## src/rtl/mcs51_pkg.sv

```systemverilog
// Shared definitions for the mcs51 serial port.
// Holds the SFR addresses of SCON and SBUF, the SCON bit positions and the
// state set used by both the transmit and the receive state machines.
package mcs51_pkg;

  localparam logic [7:0] SFR_SCON = 8'h98;
  localparam logic [7:0] SFR_SBUF = 8'h99;

  localparam int SCON_RI  = 0;
  localparam int SCON_TI  = 1;
  localparam int SCON_RB8 = 2;
  localparam int SCON_TB8 = 3;
  localparam int SCON_REN = 4;
  localparam int SCON_SM2 = 5;
  localparam int SCON_SM1 = 6;
  localparam int SCON_SM0 = 7;

  typedef enum logic [2:0] {
    IDLE,
    START,
    DATA,
    BIT9,
    STOP
  } uart_state_e;

endpackage

```

## src/rtl/mcs51_uart_rx.sv

```systemverilog
// Receive half of the mcs51 UART.
// Synchronizes rxd, detects the start edge on an oversample tick, takes a
// 2-of-3 vote at ticks 7/8/9 of every bit and walks START/DATA/[BIT9]/STOP.
// Ports:
//   clk, reset      clock and synchronous active-high reset
//   tick            oversample tick (16 per bit)
//   en              receiver enable (SCON.REN); dropping it aborts a frame
//   nine_bit        1 = frame carries a 9th bit before the stop bit
//   rxd             asynchronous serial input
//   data            received byte, LSB first on the line
//   bit9            received 9th bit (valid in 9-bit mode)
//   stop_bit        voted value of the stop bit
//   frame_done      one-cycle pulse after the stop bit has been sampled
module mcs51_uart_rx
  import mcs51_pkg::*;
#(
  parameter int SYNC_STAGES = 2
) (
  input  logic       clk,
  input  logic       reset,
  input  logic       tick,
  input  logic       en,
  input  logic       nine_bit,
  input  logic       rxd,
  output logic [7:0] data,
  output logic       bit9,
  output logic       stop_bit,
  output logic       frame_done
);

  function automatic logic majority3(input logic a, input logic b, input logic c);
    return (a & b) | (a & c) | (b & c);
  endfunction

  logic [SYNC_STAGES-1:0] sync;
  logic                   rx_s;
  logic                   rx_last;
  uart_state_e            state, state_next;
  logic [3:0]             cnt;
  logic [2:0]             bits;
  logic                   s7, s8;
  logic                   sample_pt, bit_end, maj, done;

  assign rx_s = sync[SYNC_STAGES-1];

  always_comb begin
    state_next = state;
    done       = 1'b0;
    sample_pt  = tick && (cnt == 4'd9);
    bit_end    = tick && (cnt == 4'd15);
    maj        = majority3(s7, s8, rx_s);
    case (state)
      IDLE:  if (tick && rx_last && !rx_s) state_next = START;
      START: begin
        // A start bit that votes high was noise: drop back silently.
        if (sample_pt && maj) state_next = IDLE;
        else if (bit_end)     state_next = DATA;
      end
      DATA:  if (bit_end && bits == 3'd7) state_next = nine_bit ? BIT9 : STOP;
      BIT9:  if (bit_end) state_next = STOP;
      STOP: begin
        // Frame ends at the stop-bit vote, not at the end of the stop bit.
        if (sample_pt) begin
          state_next = IDLE;
          done       = 1'b1;
        end
      end
      default: state_next = IDLE;
    endcase
    if (!en) begin
      state_next = IDLE;
      done       = 1'b0;
    end
  end

  always_ff @(posedge clk) begin
    if (reset) begin
      sync       <= '1;
      rx_last    <= 1'b1;
      state      <= IDLE;
      cnt        <= 4'd0;
      bits       <= 3'd0;
      frame_done <= 1'b0;
    end else begin
      sync       <= {sync[SYNC_STAGES-2:0], rxd};
      state      <= state_next;
      frame_done <= done;
      if (tick) rx_last <= rx_s;
      // The detecting tick is tick 0 of the start bit, so the count leaves
      // IDLE already at 1.
      if (state == IDLE) begin
        cnt  <= 4'd1;
        bits <= 3'd0;
      end else if (tick) begin
        cnt <= cnt + 4'd1;
        if (bit_end && state == DATA) bits <= bits + 3'd1;
      end
    end
  end

  always_ff @(posedge clk) begin
    if (tick && cnt == 4'd7) s7 <= rx_s;
    if (tick && cnt == 4'd8) s8 <= rx_s;
    if (sample_pt && state == DATA) data <= {maj, data[7:1]};
    if (sample_pt && state == BIT9) bit9 <= maj;
    if (done) stop_bit <= maj;
  end

endmodule

```

## src/rtl/mcs51_serial.sv

```systemverilog
// 8051 serial port (UART modes 1 and 3) on the SFR bus.
// Holds SCON, the receive buffer, the frame acceptance rule, the transmit
// state machine and the Timer 1 baud prescaler; reception is delegated to
// mcs51_uart_rx.
// Ports:
//   clk, reset                    clock and synchronous active-high reset
//   sfr_addr/sfr_wr/sfr_wdata     SFR write port (SCON 0x98, SBUF 0x99)
//   sfr_rdata, sfr_sel            combinational SFR read data and select
//   t1_ovf                        Timer 1 overflow pulse
//   smod                          PCON.7 baud doubler
//   rxd_in, txd_out               serial line in / out (out idles high)
//   irq                           RI | TI
module mcs51_serial
  import mcs51_pkg::*;
#(
  parameter int SYNC_STAGES = 2
) (
  input  logic       clk,
  input  logic       reset,
  input  logic [7:0] sfr_addr,
  input  logic       sfr_wr,
  input  logic [7:0] sfr_wdata,
  output logic [7:0] sfr_rdata,
  output logic       sfr_sel,
  input  logic       t1_ovf,
  input  logic       smod,
  input  logic       rxd_in,
  output logic       txd_out,
  output logic       irq
);

  logic [7:0]  scon, rbuf, tx_shift;
  logic        presc, tick;
  logic        wr_scon, wr_sbuf, tx_accept, tx_pending;
  uart_state_e tx_state, tx_next;
  logic [3:0]  tx_cnt;
  logic [2:0]  tx_bits, tx_bits_next;
  logic        tx_bit_end, tx_level, ti_set;
  logic [7:0]  rx_data;
  logic        rx_bit9, rx_stop, rx_done, accept, rb8_val;

  // Without the doubler only every second overflow becomes a tick.
  assign tick    = t1_ovf & (smod | presc);
  assign wr_scon = sfr_wr && (sfr_addr == SFR_SCON);
  assign wr_sbuf = sfr_wr && (sfr_addr == SFR_SBUF);
  assign sfr_sel = (sfr_addr == SFR_SCON) || (sfr_addr == SFR_SBUF);
  assign irq     = scon[SCON_TI] | scon[SCON_RI];

  always_comb begin
    sfr_rdata = 8'h00;
    case (sfr_addr)
      SFR_SCON: sfr_rdata = scon;
      SFR_SBUF: sfr_rdata = rbuf;
      default:  sfr_rdata = 8'h00;
    endcase
  end

  always_comb begin
    tx_next    = tx_state;
    tx_bit_end = tick && (tx_cnt == 4'd15);
    case (tx_state)
      IDLE:  if (tick && tx_pending) tx_next = START;
      START: if (tx_bit_end) tx_next = DATA;
      DATA:  if (tx_bit_end && tx_bits == 3'd7) tx_next = scon[SCON_SM0] ? BIT9 : STOP;
      BIT9:  if (tx_bit_end) tx_next = STOP;
      STOP:  if (tx_bit_end) tx_next = IDLE;
      default: tx_next = IDLE;
    endcase
    // A byte written on the very tick that launches the frame would race the
    // frame already latched, so only a quiet IDLE accepts a new byte.
    tx_accept    = wr_sbuf && (tx_state == IDLE) && (tx_next != START);
    ti_set       = (tx_next == STOP) && (tx_state != STOP);
    tx_bits_next = tx_bits;
    if (tx_state == DATA && tx_bit_end) tx_bits_next = tx_bits + 3'd1;
    // txd_out is registered, so it is driven from the upcoming state.
    tx_level = 1'b1;
    case (tx_next)
      START:   tx_level = 1'b0;
      DATA:    tx_level = tx_shift[tx_bits_next];
      BIT9:    tx_level = scon[SCON_TB8];
      default: tx_level = 1'b1;
    endcase
  end

  always_ff @(posedge clk) begin
    if (reset) begin
      presc      <= 1'b0;
      tx_state   <= IDLE;
      tx_cnt     <= 4'd0;
      tx_bits    <= 3'd0;
      tx_pending <= 1'b0;
      txd_out    <= 1'b1;
    end else begin
      presc    <= presc ^ (t1_ovf & ~smod);
      tx_state <= tx_next;
      txd_out  <= tx_level;
      if (tx_state == IDLE) begin
        tx_cnt  <= 4'd0;
        tx_bits <= 3'd0;
        if (tx_next == START) tx_pending <= 1'b0;
        else if (tx_accept)   tx_pending <= 1'b1;
      end else begin
        tx_bits <= tx_bits_next;
        if (tick) tx_cnt <= tx_cnt + 4'd1;
      end
    end
  end

  always_ff @(posedge clk) begin
    if (tx_accept) tx_shift <= sfr_wdata;
  end

  mcs51_uart_rx #(
    .SYNC_STAGES(SYNC_STAGES)
  ) u_rx (
    .clk       (clk),
    .reset     (reset),
    .tick      (tick),
    .en        (scon[SCON_REN]),
    .nine_bit  (scon[SCON_SM0]),
    .rxd       (rxd_in),
    .data      (rx_data),
    .bit9      (rx_bit9),
    .stop_bit  (rx_stop),
    .frame_done(rx_done)
  );

  // Multiprocessor filter: with SM2 set only frames whose RB8 candidate is 1
  // get through; a pending RI always blocks the new frame.
  assign rb8_val = scon[SCON_SM0] ? rx_bit9 : rx_stop;
  assign accept  = rx_done && !scon[SCON_RI] && (!scon[SCON_SM2] || rb8_val);

  // Later assignments win: a core write overrides RB8, hardware TI/RI sets
  // override the core write for those two bits.
  always_ff @(posedge clk) begin
    if (reset) begin
      scon <= 8'h00;
      rbuf <= 8'h00;
    end else begin
      if (accept) begin
        rbuf           <= rx_data;
        scon[SCON_RB8] <= rb8_val;
      end
      if (wr_scon) scon <= sfr_wdata;
      if (ti_set)  scon[SCON_TI] <= 1'b1;
      if (accept)  scon[SCON_RI] <= 1'b1;
    end
  end

endmodule

```

## config.mk

```make
export PLATFORM = sky130hd
export DESIGN_NAME = mcs51_serial
export DESIGN_NICKNAME = d
export VERILOG_FILES = /design/src/rtl/mcs51_pkg.sv /design/src/rtl/mcs51_uart_rx.sv /design/src/rtl/mcs51_serial.sv
export SDC_FILE = /design/constraint.sdc
export NUM_CORES = 1
export LEC_CHECK = 0
export BUFFER_PORTS_ARGS = -buffer_cell sky130_fd_sc_hd__clkbuf_2
export CORE_MARGIN = 2
export CORE_UTILIZATION = 52
export DETAILED_ROUTE_END_ITERATION = 12
export GPL_ROUTABILITY_DRIVEN = 0
export GPL_TIMING_DRIVEN = 0
export HOLD_SLACK_MARGIN = 0.15
export PLACE_DENSITY = 0.72
export SLEW_MARGIN = 20
export SYNTH_ARGS = -nofsm -noshare
export SYNTH_HDL_FRONTEND = slang
export SYNTH_SLANG_ARGS = --single-unit
```

## constraint.sdc

```tcl
create_clock -name clk -period 2.5 [get_ports clk]
set_input_delay 0.25 -clock clk [delete_from_list [all_inputs] [get_ports clk]]
set_output_delay 0.25 -clock clk [all_outputs]
set_load 0.01 [all_outputs]
```

# --- Word level (Yosys, flattened, before mapping) ---
# Index checks and enable logic that the tools add are counted.
classes:
  add_sub_neg: 4
  order_cmp: 1
  mux: 31
  n_reduce_logical: 39
  n_eq_ne: 28
  bitwise: 12
ops:
  columns: ["operator", "count"]
  rows:
  - ["two-way mux 3 bit", 14]
  - ["case mux 3 bit (5 select lines)", 2]
  - ["logical AND 1 bit", 22]
  - ["== test 3 x 2 -> 1 bit (second input constant)", 6]
  - ["== test 4 bit (second input constant)", 4]
  - ["== test 8 bit (second input constant)", 2]
  - ["case mux 8 bit (2 select lines)", 1]
  - ["== test 3 bit (second input constant)", 5]
  - ["two-way mux 1 bit", 12]
  - ["== test 3 x 1 -> 1 bit (second input constant)", 3]
  - ["adder 4 x 1 -> 4 bit (second input constant)", 2]
  - ["!= test 2 x 1 -> 1 bit (second input constant)", 4]
  - ["nonzero test 2 bit", 4]
  - ["adder 3 x 1 -> 3 bit (second input constant)", 2]
  - ["logical NOT 3 bit", 2]
  - ["!= test 3 x 1 -> 1 bit (second input constant)", 2]
  - ["OR reduction 2 bit", 3]
  - ["AND 1 bit", 5]
  - ["AND reduction 5 bit", 1]
  - ["== test 4 x 3 -> 1 bit (second input constant)", 1]
  - ["< comparator 3 x 4 -> 1 bit (second input constant)", 1]
  - ["OR 1 bit", 4]
  - ["AND reduction 2 bit", 2]
  - ["binary-select mux 1 bit (select 3 bit)", 1]
  - ["other kinds (6)", 10]
word_totals:
  ff_bits: 63
  inputBits: 22

# --- Longest topological paths before layout ---
# Gate-level depths: netlist (run 1).
logic_depth:
  word_depth: 10
  ltp_mapped: 6

# --- Hierarchy ---
# From an unflattened synthesis (run 1), not the netlist that was laid out.
unflattened:
  cells_unflattened: 285
  hier_area_um2: 2939.1
by_module_without_submodules:
  columns: ["mod", "n_inst", "seq_area_each_um2", "area_each_um2", "cells_each"]
  rows:
  - ["mcs51_serial", 1, 820.8, 1823.0, 189]
  - ["mcs51_uart_rx", 1, 640.6, 1116.1, 96]

# --- Worst setup path after synthesis (run 1) ---
# No wires, ideal clock.
synth_path:
  path_type: "register to register"
  start: "reg tx_bits[0]"
  end: "reg tx_shift[0] (enable)"
  path_stages_with_launch: 7
  setup_ns: 0.378
  n_path_buf: 0
  arrival_time_ns: 2.031
  period_less_slack_ns: 2.409
  setup_slack_ns: 0.091
  cell_sequence: "dfxtp_1 -> ha_1 -> ha_1 -> nor2b_1 -> o2111ai_1 -> or3b_2 -> a31oi_1"
synth_via:
  elab_chain_cells: 6
synth_lines:
  columns: ["item", "line", "text"]
  rows:
  - ["from (decl)", "mcs51_serial.sv:37", "logic [2:0] tx_bits, tx_bits_next;"]
  - ["from (signal assigned)", "mcs51_serial.sv:103", "tx_bits <= tx_bits_next;"]
  - ["== test 3 bit", "mcs51_serial.sv:64", "DATA: if (tx_bit_end && tx_bits == 3'd7) tx_next = scon[SCON_SM0] ? BIT9 : STOP;"]
  - ["logical AND 1 bit", "mcs51_serial.sv:64", null]
  - ["two-way mux 3 bit", "mcs51_serial.sv:64", null]
  - ["case mux 3 bit (5 select lines)", "mcs51_serial.sv:61", "case (tx_state)"]
  - ["!= test 3 x 1 -> 1 bit", "mcs51_serial.sv:71", "tx_accept = wr_sbuf && (tx_state == IDLE) && (tx_next != START);"]
  - ["logical AND 1 bit", "mcs51_serial.sv:71", null]
  - ["named net tx_accept", "mcs51_serial.sv:34", "logic wr_scon, wr_sbuf, tx_accept, tx_pending;"]
  - ["to (signal assigned)", "mcs51_serial.sv:110", "if (tx_accept) tx_shift <= sfr_wdata;"]
  - ["to (decl)", "mcs51_serial.sv:32", "logic [7:0] scon, rbuf, tx_shift;"]
# The timed path passes the listed nets, and every way through them passes these cells.
# A chain may end at the register's enable or synchronous reset.

# --- Final worst setup path (run 1) ---
layout_path:
  start: "reg tx_bits[0]"
  end: "reg tx_shift[4] (enable)"
# Same word-level chain as after synthesis.

==> out/metrics.yaml, run 1 <==
outcome:
  outcome: "finished clean"
yosys:
  async_reset_ff_frac: 0
  ys_ff_latch: 63
  seq_area_frac_synth: 0.5052
  yosysWarnings: 0
  synth-edff-count: 20
  synth_area_um2: 2893
  ys_types: 53
  syn_inst: 269
  yosys_most_used_dff: "dfxtp_1"
  syn-num-nets: 299
  synth.avg_cell_area_um2: 10.75
sta:
  grt_setup_unrepaired: "false"
  maxSlewViolCount: 0
  final.setup.worst_slack_ns: 0.1336
  post-route-period-util: 0.9466
  final.min_clock_period_ns: 2.366
  max_slew_margin: 0.5753
  timing.fmax_mhz: 422.6
  worst_slew_pin_slew_ns: 0.6337
  holdWs_ns: 0.3034
  hold_viol: 0
  setup-violations-final: 0
  finClkSkew_ns: 0.008084
clock_tree:
  path_clk_slew_ns: 0.07
  postCtsSetupBuffers: 0
  clock_sinks: 63
  cts_buffers: 9
  cts_max_level: 3
  root_buffer: "clkbuf_8"
  ctsLongestPathBuffers: 2
  clk_latency_ns: 0.34
  cts_tree: "yes"
layout:
  antenna_cells: 0
  stdcell_count: 396
  layout-drive-gt1-share: 0.2130
  area_delta_synth_final_pct: 19.42
  fin_nets: 349
  n_fill_cell: 455
  utilization: 0.6352
global_route:
  global_route.usage.met2: 0.3410
  grtUsageTotal: 0.2173
  grt_antenna_before_repair: 0
  met3_usage: 0.04253
  grt_max_degree: 11
  gr-max-usage-layer: "met2"
  gr-total-overflow: 0
  grt_first_pass_wirelength_um: 9922
  met1_usage: 0.2775
  grt_pass1_vias: 2091
place:
  place_ws_ns: -0.2711
  dpl.hpwl_um: 4407
  dpl.cell_count: 371
  io_buffers: 30
route:
  vias: 2138
  wirelength_um: 6277
  first_pass_iters: 4
  via_per_inst: 5.399
  antenna_left: 0
  drt-initial-drc-count: 91
  drc: 0
  wl_per_cell_um: 15.85
power_and_ir_drop:
  power_leakage_nw: 1.317
  ir_drop_mv: 0.3872
  p_per_area_nw_per_um2: 600.4
worst_hold_path:
  min_path_cells: 4
  hold_start: "smod"
  hp-class: "primary input to register"
floorplan:
  chipHeight_um: 78.59
  ios: 33
  dieWidth_um: 78.59
  initial_core_util: 0.5319
  dieArea_um2: 6176
  rows: 27
  coreArea_um2: 5439
worst_setup_path:
  reg2reg_slack_ns: 0.13
  worstPathRequired_ns: 2.51
  worstRegToRegCells: 6
  critPathKind: "register to register"
  cpMostUsedCell: "ha_1"
  cp-start-kind: "register"
  slowest_stage: "or3b_2"
  slowest_delay_ns: 0.50
  worstPathMaxFanout: 8
  arrival_ns: 2.38
  crit_start: "tx_bits[0]"
  cp-end-kind: "register"
  reg2reg_from: "tx_bits[0]"
  path_cells: "ha_1 > ha_1 > nor2b_1 > o2111ai_2 > or3b_2 > a31oi_4"
run:
  max-cap-violations: 0
==> cells in the mapped netlist, types with 4 or more instances <==
cell | instances | area [µm²]
dfxtp_1 | 43 | 860.8
nor2_1 | 35 | 131.4
mux2i_1 | 29 | 290.3
edfxtp_1 | 20 | 600.6
nand2_1 | 16 | 60.06
inv_1 | 13 | 48.80
ha_1 | 8 | 100.1
nor3_1 | 8 | 40.04
a21oi_1 | 7 | 35.03
buf_2 | 5 | 25.02
clkbuf_1 | 5 | 18.77
nor2b_1 | 5 | 31.28
or2_2 | 5 | 31.28
xnor2_1 | 5 | 43.79
a31oi_1 | 4 | 25.02
and3_1 | 4 | 25.02
mux4_2 | 4 | 90.09
nand4_1 | 4 | 25.02
xor2_1 | 4 | 35.03
==> cells by family (layout without fill, tap and decap cells) <==
logic type,after synthesis,after routing,share of synthesized area
simple gates,96,96,0.1717
flops,63,63,0.5052
mux,35,35,0.1393
compound gates,33,33,0.08261
buf+inv,24,79,0.03590
fa+ha+maj,9,9,0.03806
xor+xnor,9,9,0.02725
==> routing by layer <==
layer	share of wire	up-vias	wire length (µm)
met3	0.034	18	215
met4	0.028	0	177
met2	0.49	44	3049
li1	-	1070	-
met1	0.45	1006	2834
met5	0	-	0
==> where the power goes <==
| group | internal [mW] | switching (mW) |
|---|---|---|
| clock | 0.554 | 0.375 |
| combinational | 0.0386 | 0.0444 |
| sequential | 1.06 | 0.00591 |
==> critical path, delay by kind of cell, from the launching register on <==
| kind | cells | cell delay (ns) |
|---|---|---|
| simple gates | 2 | 0.68 |
| fa+ha+maj | 2 | 0.42 |
| flops | 1 | 0.37 |
| compound gates | 2 | 0.57 |
==> cells in the final DEF, fill, tap and decap left out, drive strengths merged, types with 5 or more instances in the layout <==
| master | synthesis | routed |
|---|---|---|
| clkbuf | 5 | 46 |
| dfxtp | 43 | 43 |
| nor2 | 36 | 36 |
| mux2i | 29 | 29 |
| edfxtp | 20 | 20 |
| nand2 | 16 | 16 |
| inv | 13 | 13 |
| dlygate4sd3 | 0 | 9 |
| ha | 8 | 8 |
| nor3 | 8 | 8 |
| a21oi | 7 | 7 |
| buf | 6 | 6 |
| or2 | 5 | 5 |
| nor2b | 5 | 5 |
| xnor2 | 5 | 5 |
==> stage by stage <==
step           cell area [µm²]  power [mW]  setup TNS [ns]
6_report                  3455       2.074               0
5_1_grt                   3455       2.142               0
4_1_cts                   3442       2.084               0
3_5_place_dp              3133       1.155          -2.167
3_3_place_gp              3133       1.154          -1.689
2_1_floorplan             2893       1.123               0
==> state kept, by name, summed over array words and instances (netlist names), 2 cells and up <==
signal and count:
rbuf 8, scon 8, tx_bits 3, tx_cnt 4, tx_shift 8, tx_state 3
u_rx.bits 3, u_rx.cnt 4, u_rx.data 8, u_rx.state 3, u_rx.sync 2
==> final cells by class <==
type / count / area [µm²] / area share
Timing Repair Buffer: 39 / 240.2 / 0.06954
Inverter: 13 / 48.80 / 0.01413
Multi-Input combinational cell: 182 / 1354 / 0.3919
Clock buffer: 11 / 131.4 / 0.03803
Sequential cell: 63 / 1463 / 0.4234
Buffer: 11 / 55.05 / 0.01594
Tap cell: 72 / 90.09 / 0.02608
Clock inverter: 5 / 72.57 / 0.02101
==> final timing paths <==
kind,to
setup / recovery,tx_shift[4]
hold / removal,presc
setup reg to reg,tx_shift[4]
hold reg to reg,u_rx.sync[1]
==> repair_timing <==
action                     CTS  global route
gates resized for setup      2             2
hold buffers                 9             0
pin swaps                    0             1
hold endpoints to repair     9             0
setup endpoints to repair    8             8
gates cloned                 0             0
Power figures use the tool's default switching activity.
==> run 2, diff against run 1 <==
ABC_AREA = 1   (was not set)
==> run 2 against run 1 <==
Combinational power down 5.9%. Sequential share of layout area up 0.90 points. Register-to-register slack better by 0.28 ns. Critical endpoint is now tx_shift[7]. Highest routed layer unchanged.
==> out/metrics.yaml, run 2 <==
outcome:
  outcome: "finished clean"
yosys:
  synth_top_area_share: 0.2999  # +0.002335
  synth-compound-area-share: 0.1356  # +0.05296
  synth_top_area_cell: "dfxtp_1"
  synth_most_common_cell: "nand2_1"
  synth_xor_area_frac: 0.003051  # -0.02420
  yosys_most_used_dff: "dfxtp_1"
  synth_top_family_by_area: "simple AND/OR/NAND/NOR gates"
  synth.area.mux_share: 0.003487  # -0.1358
  syn_inst: 340  # +26%
  synth_area_um2: 2870  # -0.78%
  yosysWarnings: 0  # unchanged
  synth-edff-count: 20  # unchanged
  synthTopCellsByArea: "dfxtp_1 30%, edfxtp_1 21%, nand2_1 6.0%"
  syn-num-nets: 370  # +24%
  synth_commonest_cells: "46 x nand2_1, 43 x dfxtp_1, 42 x nor2_1"
  synth.avg_cell_area_um2: 8.442  # -21%
  ys_types: 39  # -26%
  async_reset_ff_frac: 0  # unchanged
  synth_fa_ha_area_frac: 0.03836  # +0.0002987
  ys_ff_latch: 63  # unchanged
  yosys.area_share.simple: 0.2415  # +0.06979
  seq_area_frac_synth: 0.5092  # +0.003964
worst_setup_path:
  slowest_stage: "a21oi_2"
  cp-end-kind: "register"
  worstRegToRegCells: 7  # +1
  path_buf_inv: 0  # unchanged
  worstPathRequired_ns: 2.50  # about the same
  worstPathMaxFanout: 8  # unchanged
  slowest_delay_ns: 0.40  # -0.10 ns
  cp_num_cells: 7  # +1
  critPathKind: "register to register"
  cp-start-kind: "register"
  cpMostUsedCell: "nand3_1"
  path_cells: "ha_1 > nand3_1 > nor2_2 > nand3_1 > nand2_1 > o21bai_1 > a21oi_2"
  cpLargestDelayFamily: "simple AND/OR/NAND/NOR gates"
  arrival_ns: 2.09  # -0.29 ns
clock_tree:
  clock_sinks: 63  # unchanged
  postCtsSetupBuffers: 0  # unchanged
  path_clk_slew_ns: 0.07  # about the same
  root_buffer: "clkbuf_8"
  clk_latency_ns: 0.34  # about the same
  cts_max_level: 3  # unchanged
  ctsLongestPathBuffers: 2  # unchanged
  cts_tree: "yes"
  cts_buffers: 9  # unchanged
worst_hold_path:
  hp-class: "primary input to register"
  min_path_cells: 3  # -1
power_and_ir_drop:
  ir_drop_mv: 0.4346  # +12%
  power.total_mw: 1.880  # -9.4%
  p_per_area_nw_per_um2: 556.2  # -7.4%
  power_leakage_nw: 1.316  # -0.14%
sta:
  setup-violations-final: 0  # unchanged
  grt_setup_unrepaired: "false"
  timing.fmax_mhz: 478.9  # +13%
  max_slew_margin: 0.5906  # +0.01535
  maxSlewViolCount: 0  # unchanged
  finClkSkew_ns: 0.01029  # +0.002209 ns
  final.min_clock_period_ns: 2.088  # -0.2781 ns
  post-route-period-util: 0.8353  # -0.1112
  hold_viol: 0  # unchanged
  worst_slew_pin_slew_ns: 0.6118  # -0.02184 ns
  setup_tns_ns: 0  # unchanged
route:
  drt-initial-drc-count: 105  # +15%
  drc: 0  # unchanged
  wl_per_cell_um: 12.65  # -20%
  first_pass_iters: 4  # unchanged
  via_per_inst: 5.139  # -4.8%
  antenna_left: 0  # unchanged
  vias: 2410  # +13%
  wirelength_um: 5934  # -5.5%
place:
  io_buffers: 32  # +6.7%
  dpl.hpwl_um: 4244  # -3.7%
layout:
  area_delta_synth_final_pct: 17.74
  layout_commonest_cell: "nand2_1"
  layout-drive-gt1-share: 0.1814  # -0.03160
  layout_common_cells: "46 x nand2_1, 43 x dfxtp_1, 42 x nor2_1, 41 x inv_1, 32 x clkbuf_2"
  fin_nets: 422  # +21%
  utilization: 0.6252  # -0.009920
  antenna_cells: 0  # unchanged
floorplan:
  initial_core_util: 0.5310  # -0.0008425
  ios: 33  # unchanged
  dieWidth_um: 78.30  # -0.37%
  coreArea_um2: 5405  # -0.62%
  chipHeight_um: 78.30  # -0.37%
  rows: 27  # unchanged
  dieArea_um2: 6130  # -0.74%
global_route:
  grt_first_pass_wirelength_um: 10370  # +4.5%
  grt_max_degree: 12  # +1
  grtUsageTotal: 0.2187  # +0.001415
  grt_pass1_vias: 2389  # +14%
  grt_antenna_before_repair: 0  # unchanged
  gr-total-overflow: 0  # unchanged
run:
  max-cap-violations: 0  # unchanged
run 2: final cells by class:
type                    instances  area, µm²
plain buffers                   6      32.53
clock buffers                  10      127.6
clock inverters                 6      37.54
fillers                       476       2026
inverters                      44      165.2
multi-input cells             227       1215
flip-flops and latches         63       1461
well taps                      72      90.09
repair buffers                 41      250.2
run 2: final timing paths:
check	start	to	slack [ns]
max	tx_cnt[0]	tx_shift[7]	0.41
min	smod	presc	0.18
max reg2reg	tx_cnt[0]	tx_shift[7]	0.41
min reg2reg	u_rx.sync[0]	u_rx.sync[1]	0.44
run 2: cells by family after synthesis:
kind of cell	Yosys count
and+or+nand+nor	148
AOI/OAI and AO/OA	68
DFF	63
buffers and inverters	50
adders and majority gates	9
xor gates and xnor gates	1
muxes	1
run 2: worst min-delay path: stages:
cell	delay, ns
clkbuf_2	0.10
nand2_1	0.06
a21oi_1	0.06
run 2: power by group:
group	internal [mW]	switching, mW
Clock	0.353	0.388
Combinational	0.0358	0.0423
Sequential	1.06	0.00429
Total	1.45	0.434
run 2: what timing repair did:
action                                  in CTS  in global routing
gates resized for setup                      0                  1
endpoints found under the setup margin       0                  8
hold buffers                                 9                  0
endpoints found under the hold margin        9                  0
run 2: per-layer routing:
layer,track usage,part of all wire,vias to the layer above
li1,-,-,1247
met1,0.2623,0.46,1112
met2,0.3707,0.49,41
met3,0.04253,0.033,10
met4,0.1175,0.021,0
met5,0,0,-
run 2: metrics by stage:
step                      area (µm²)  hold slack (ns)  setup WS, ns  cells
after global routing            3379           0.1981        0.1693    469
after global placement          3120           0.4314        0.2339    444
after detailed placement        3120           0.4309        0.2087    444
after floorplan                 2870           0.3489        0.5051    340
after CTS                       3376           0.1665        0.1832    469
final                           3379           0.1754        0.4117    469
==> run 3, diff against run 2 <==
ABC_AREA = 0   (was 1)
clock period = 1.8 ns   (was 2.5 ns; I/O delays follow)
==> run 3 against run 2 <==
The flow now finishes with violations (negative setup slack). Routed wire length grew 4.8%. Critical endpoint is now tx_shift[6]. Sequential share of layout area shrank 2.4 points. Combinational power grew 52%. Non-clock buffer count grew 11. Clock power grew 61%. Global-route usage grew 0.069 points. Design area grew 6.9%. Worst setup slack lost 0.64 ns. Hold slack gained 0.076 ns. Sequential power grew 39%.
==> out/metrics.yaml, run 3 (synthesis results as in run 1) <==
worst_hold_path:
  hold_start: "sfr_wr"
  min_path_cells: 3  # unchanged
  min_delay_worst_endpoint: "tx_pending"
  hp-class: "primary input to register"
clock_tree:
  root_buffer: "clkbuf_8"
  cts_tree: "yes"
  clk_latency_ns: 0.33  # about the same
  cts_buffers: 9  # unchanged
  ctsLongestPathBuffers: 2  # unchanged
  path_clk_slew_ns: 0.07  # about the same
  cts_max_level: 3  # unchanged
  clock_sinks: 63  # unchanged
route:
  drt-initial-drc-count: 174  # +66%
  antenna_left: 0  # unchanged
  via_per_inst: 5.505  # +7.1%
  first_pass_iters: 4  # unchanged
  wl_per_cell_um: 15.39  # +22%
  drc: 0  # unchanged
  vias: 2224  # -7.7%
  wirelength_um: 6219  # +4.8%
sta:
  finClkSkew_ns: 0.007119  # -0.003174 ns
  grt_setup_unrepaired: "true"
  max_slew_margin: 0.6543  # +0.06374
  setup-violations-final: 8  # +8
  final.min_clock_period_ns: 2.031  # -0.05753 ns
  post-route-period-util: 1.128  # +0.2929
  hold_viol: 0  # unchanged
  maxSlewViolCount: 0  # unchanged
  worst_slew_pin_slew_ns: 0.5185  # -0.09335 ns
  timing.fmax_mhz: 492.4  # +2.8%
  final.setup.worst_slack_ns: -0.2308  # -0.6425 ns
power_and_ir_drop:
  power.share.clock: 0.428  # +0.034
  seqPwrFrac: 0.530  # -0.034
  power.total_mw: 2.782  # +48%
  p_sw_mw: 0.5878  # +35%
  power_leakage_nw: 1.359  # +3.3%
  swShare: 0.2113  # -0.01982
  ir_drop_mv: 0.6512  # +50%
  p_per_area_nw_per_um2: 769.8  # +38%
  combPwrFrac: 0.043  # about the same
  power.internal_mw: 2.194  # +52%
global_route:
  gr-total-overflow: 0  # unchanged
  grt_antenna_before_repair: 0  # unchanged
  grtUsageTotal: 0.2194  # +0.0006919
  grt_max_degree: 12  # unchanged
  global_route.usage.met2: 0.3590  # -0.01172
  met3_usage: 0.05287  # +0.01034
  met1_usage: 0.2764  # +0.01412
  grt_pass1_vias: 2101  # -12%
  gr-max-usage-layer: "met2"
  grt_first_pass_wirelength_um: 10330  # -0.40%
worst_setup_path:
  worstReg2RegEnd: "tx_shift[6]"
  slowest_delay_ns: 0.42  # +0.02 ns
  reg2reg_slack_ns: -0.23  # -0.64 ns
  reg2reg_from: "tx_bits[1]"
  arrival_ns: 2.04  # -0.05 ns
  worstPathMaxFanout: 8  # unchanged
  cp-start-kind: "register"
  cp-end-kind: "register"
  critPathKind: "register to register"
  path_cells: "ha_4 > ha_4 > nor2b_4 > o2111ai_2 > or3b_4 > a31oi_4"
  slowest_stage: "or3b_4"
  cp_num_cells: 6  # -1
  worstPathRequired_ns: 1.81  # -0.69 ns
  cpLargestDelayFamily: "simple AND/OR/NAND/NOR gates"
  worstRegToRegCells: 6  # -1
  cpMostUsedCell: "ha_4"
  path_buf_inv: 0  # unchanged
layout:
  stdcell_count: 404  # -14%
  layout-drive-gt1-share: 0.2771  # +0.09575
  antenna_cells: 0  # unchanged
  layout_common_cells: "38 x dfxtp_1, 35 x nor2_1, 30 x clkbuf_2, 29 x mux2i_1, 20 x edfxtp_1"
  area_delta_synth_final_pct: 24.91
  n_fill_cell: 438  # -8.0%
  fin_nets: 357  # -15%
  layout_commonest_cell: "dfxtp_1"
place:
  dpl.hpwl_um: 4326  # +1.9%
  io_buffers: 30  # -6.3%
  dpl.cell_count: 371  # -16%
outcome:
  violations: "negative setup slack"
  outcome: "complete, but fails checks"
floorplan:
  initial_core_util: 0.5319  # +0.0008425
  ios: 33  # unchanged
  dieArea_um2: 6176  # +0.74%
  coreArea_um2: 5439  # +0.63%
  chipHeight_um: 78.59  # +0.37%
  dieWidth_um: 78.59  # +0.37%
  rows: 27  # unchanged
run:
  max-cap-violations: 0  # unchanged
==> run 3: repair_timing <==
action / in CTS / in global routing
endpoints found under the hold margin: 15 / 0
pin swaps: 5 / 4
setup endpoints to repair: 18 / 20
buffers inserted: 6 / 3
hold buffers: 9 / 0
resized for setup: 7 / 10
==> run 3: worst max path at each step <==
stage	endpoint	start	slack, ns
after CTS	tx_shift[2]	tx_bits[0]	-0.20
after floorplan	tx_shift[0]	tx_bits[0]	-0.18
final	tx_shift[6]	tx_bits[1]	-0.23
after global placement	tx_shift[1]	tx_bits[1]	-0.30
after detailed placement	tx_shift[1]	tx_bits[0]	-0.32
after global routing	tx_shift[6]	tx_cnt[1]	-0.30
==> run 3: power by group through the flow <==
| stage | Clock, mW | Sequential, mW | Combinational, mW |
|---|---|---|---|
| floorplan | 0 | 1.50 | 0.0550 |
| finish | 1.19 | 1.47 | 0.119 |
| CTS | 1.22 | 1.47 | 0.114 |
| detailed placement | 0 | 1.51 | 0.0965 |
| global placement | 0 | 1.50 | 0.0949 |
| global route | 1.28 | 1.47 | 0.129 |
==> run 3: layout make-up <==
type / count / area, µm² / share of cell area
buffer: 10 / 53.80 / 0.01489
multi-input combinational: 182 / 1434 / 0.3968
timing repair buffer: 48 / 320.3 / 0.08864
inverter: 13 / 48.80 / 0.01350
sequential: 63 / 1475 / 0.4082
clock buffer: 12 / 145.1 / 0.04017
tap: 72 / 90.09 / 0.02493
clock inverter: 4 / 46.29 / 0.01281
==> run 3: worst reg2reg max path: cells and delay by family (launching register included) <==
family                   cells  cell delay [ns]
flip-flops                   1             0.35
adder cells (fa/ha/maj)      2             0.31
AND/OR/NAND/NOR              2             0.54
AO/OA/AOI/OAI                2             0.51
==> run 3: metal layers <==
| metal | vias to the layer above | wire [µm] |
|---|---|---|
| met1 | 1095 | 2809 |
| met2 | 36 | 3176 |
| met4 | 0 | 69 |
| met3 | 6 | 163 |
| li1 | 1087 | - |
| met5 | - | 0 |
==> run 3: through the flow <==
stage / area (µm²) / setup WS, ns / util / hold WS, ns / TNS, ns
2_1_floorplan: 2958 / -0.1809 / - / 0.2789 / -1.447
6_report: 3613 / -0.2308 / 0.6644 / 0.2514 / -1.842
3_3_place_gp: 3198 / -0.2991 / 0.5880 / 0.3651 / -4.553
5_1_grt: 3613 / -0.3001 / 0.6644 / 0.2464 / -2.413
4_1_cts: 3562 / -0.2036 / 0.6549 / 0.2397 / -1.627
3_5_place_dp: 3198 / -0.3204 / 0.5880 / 0.3666 / -5.150
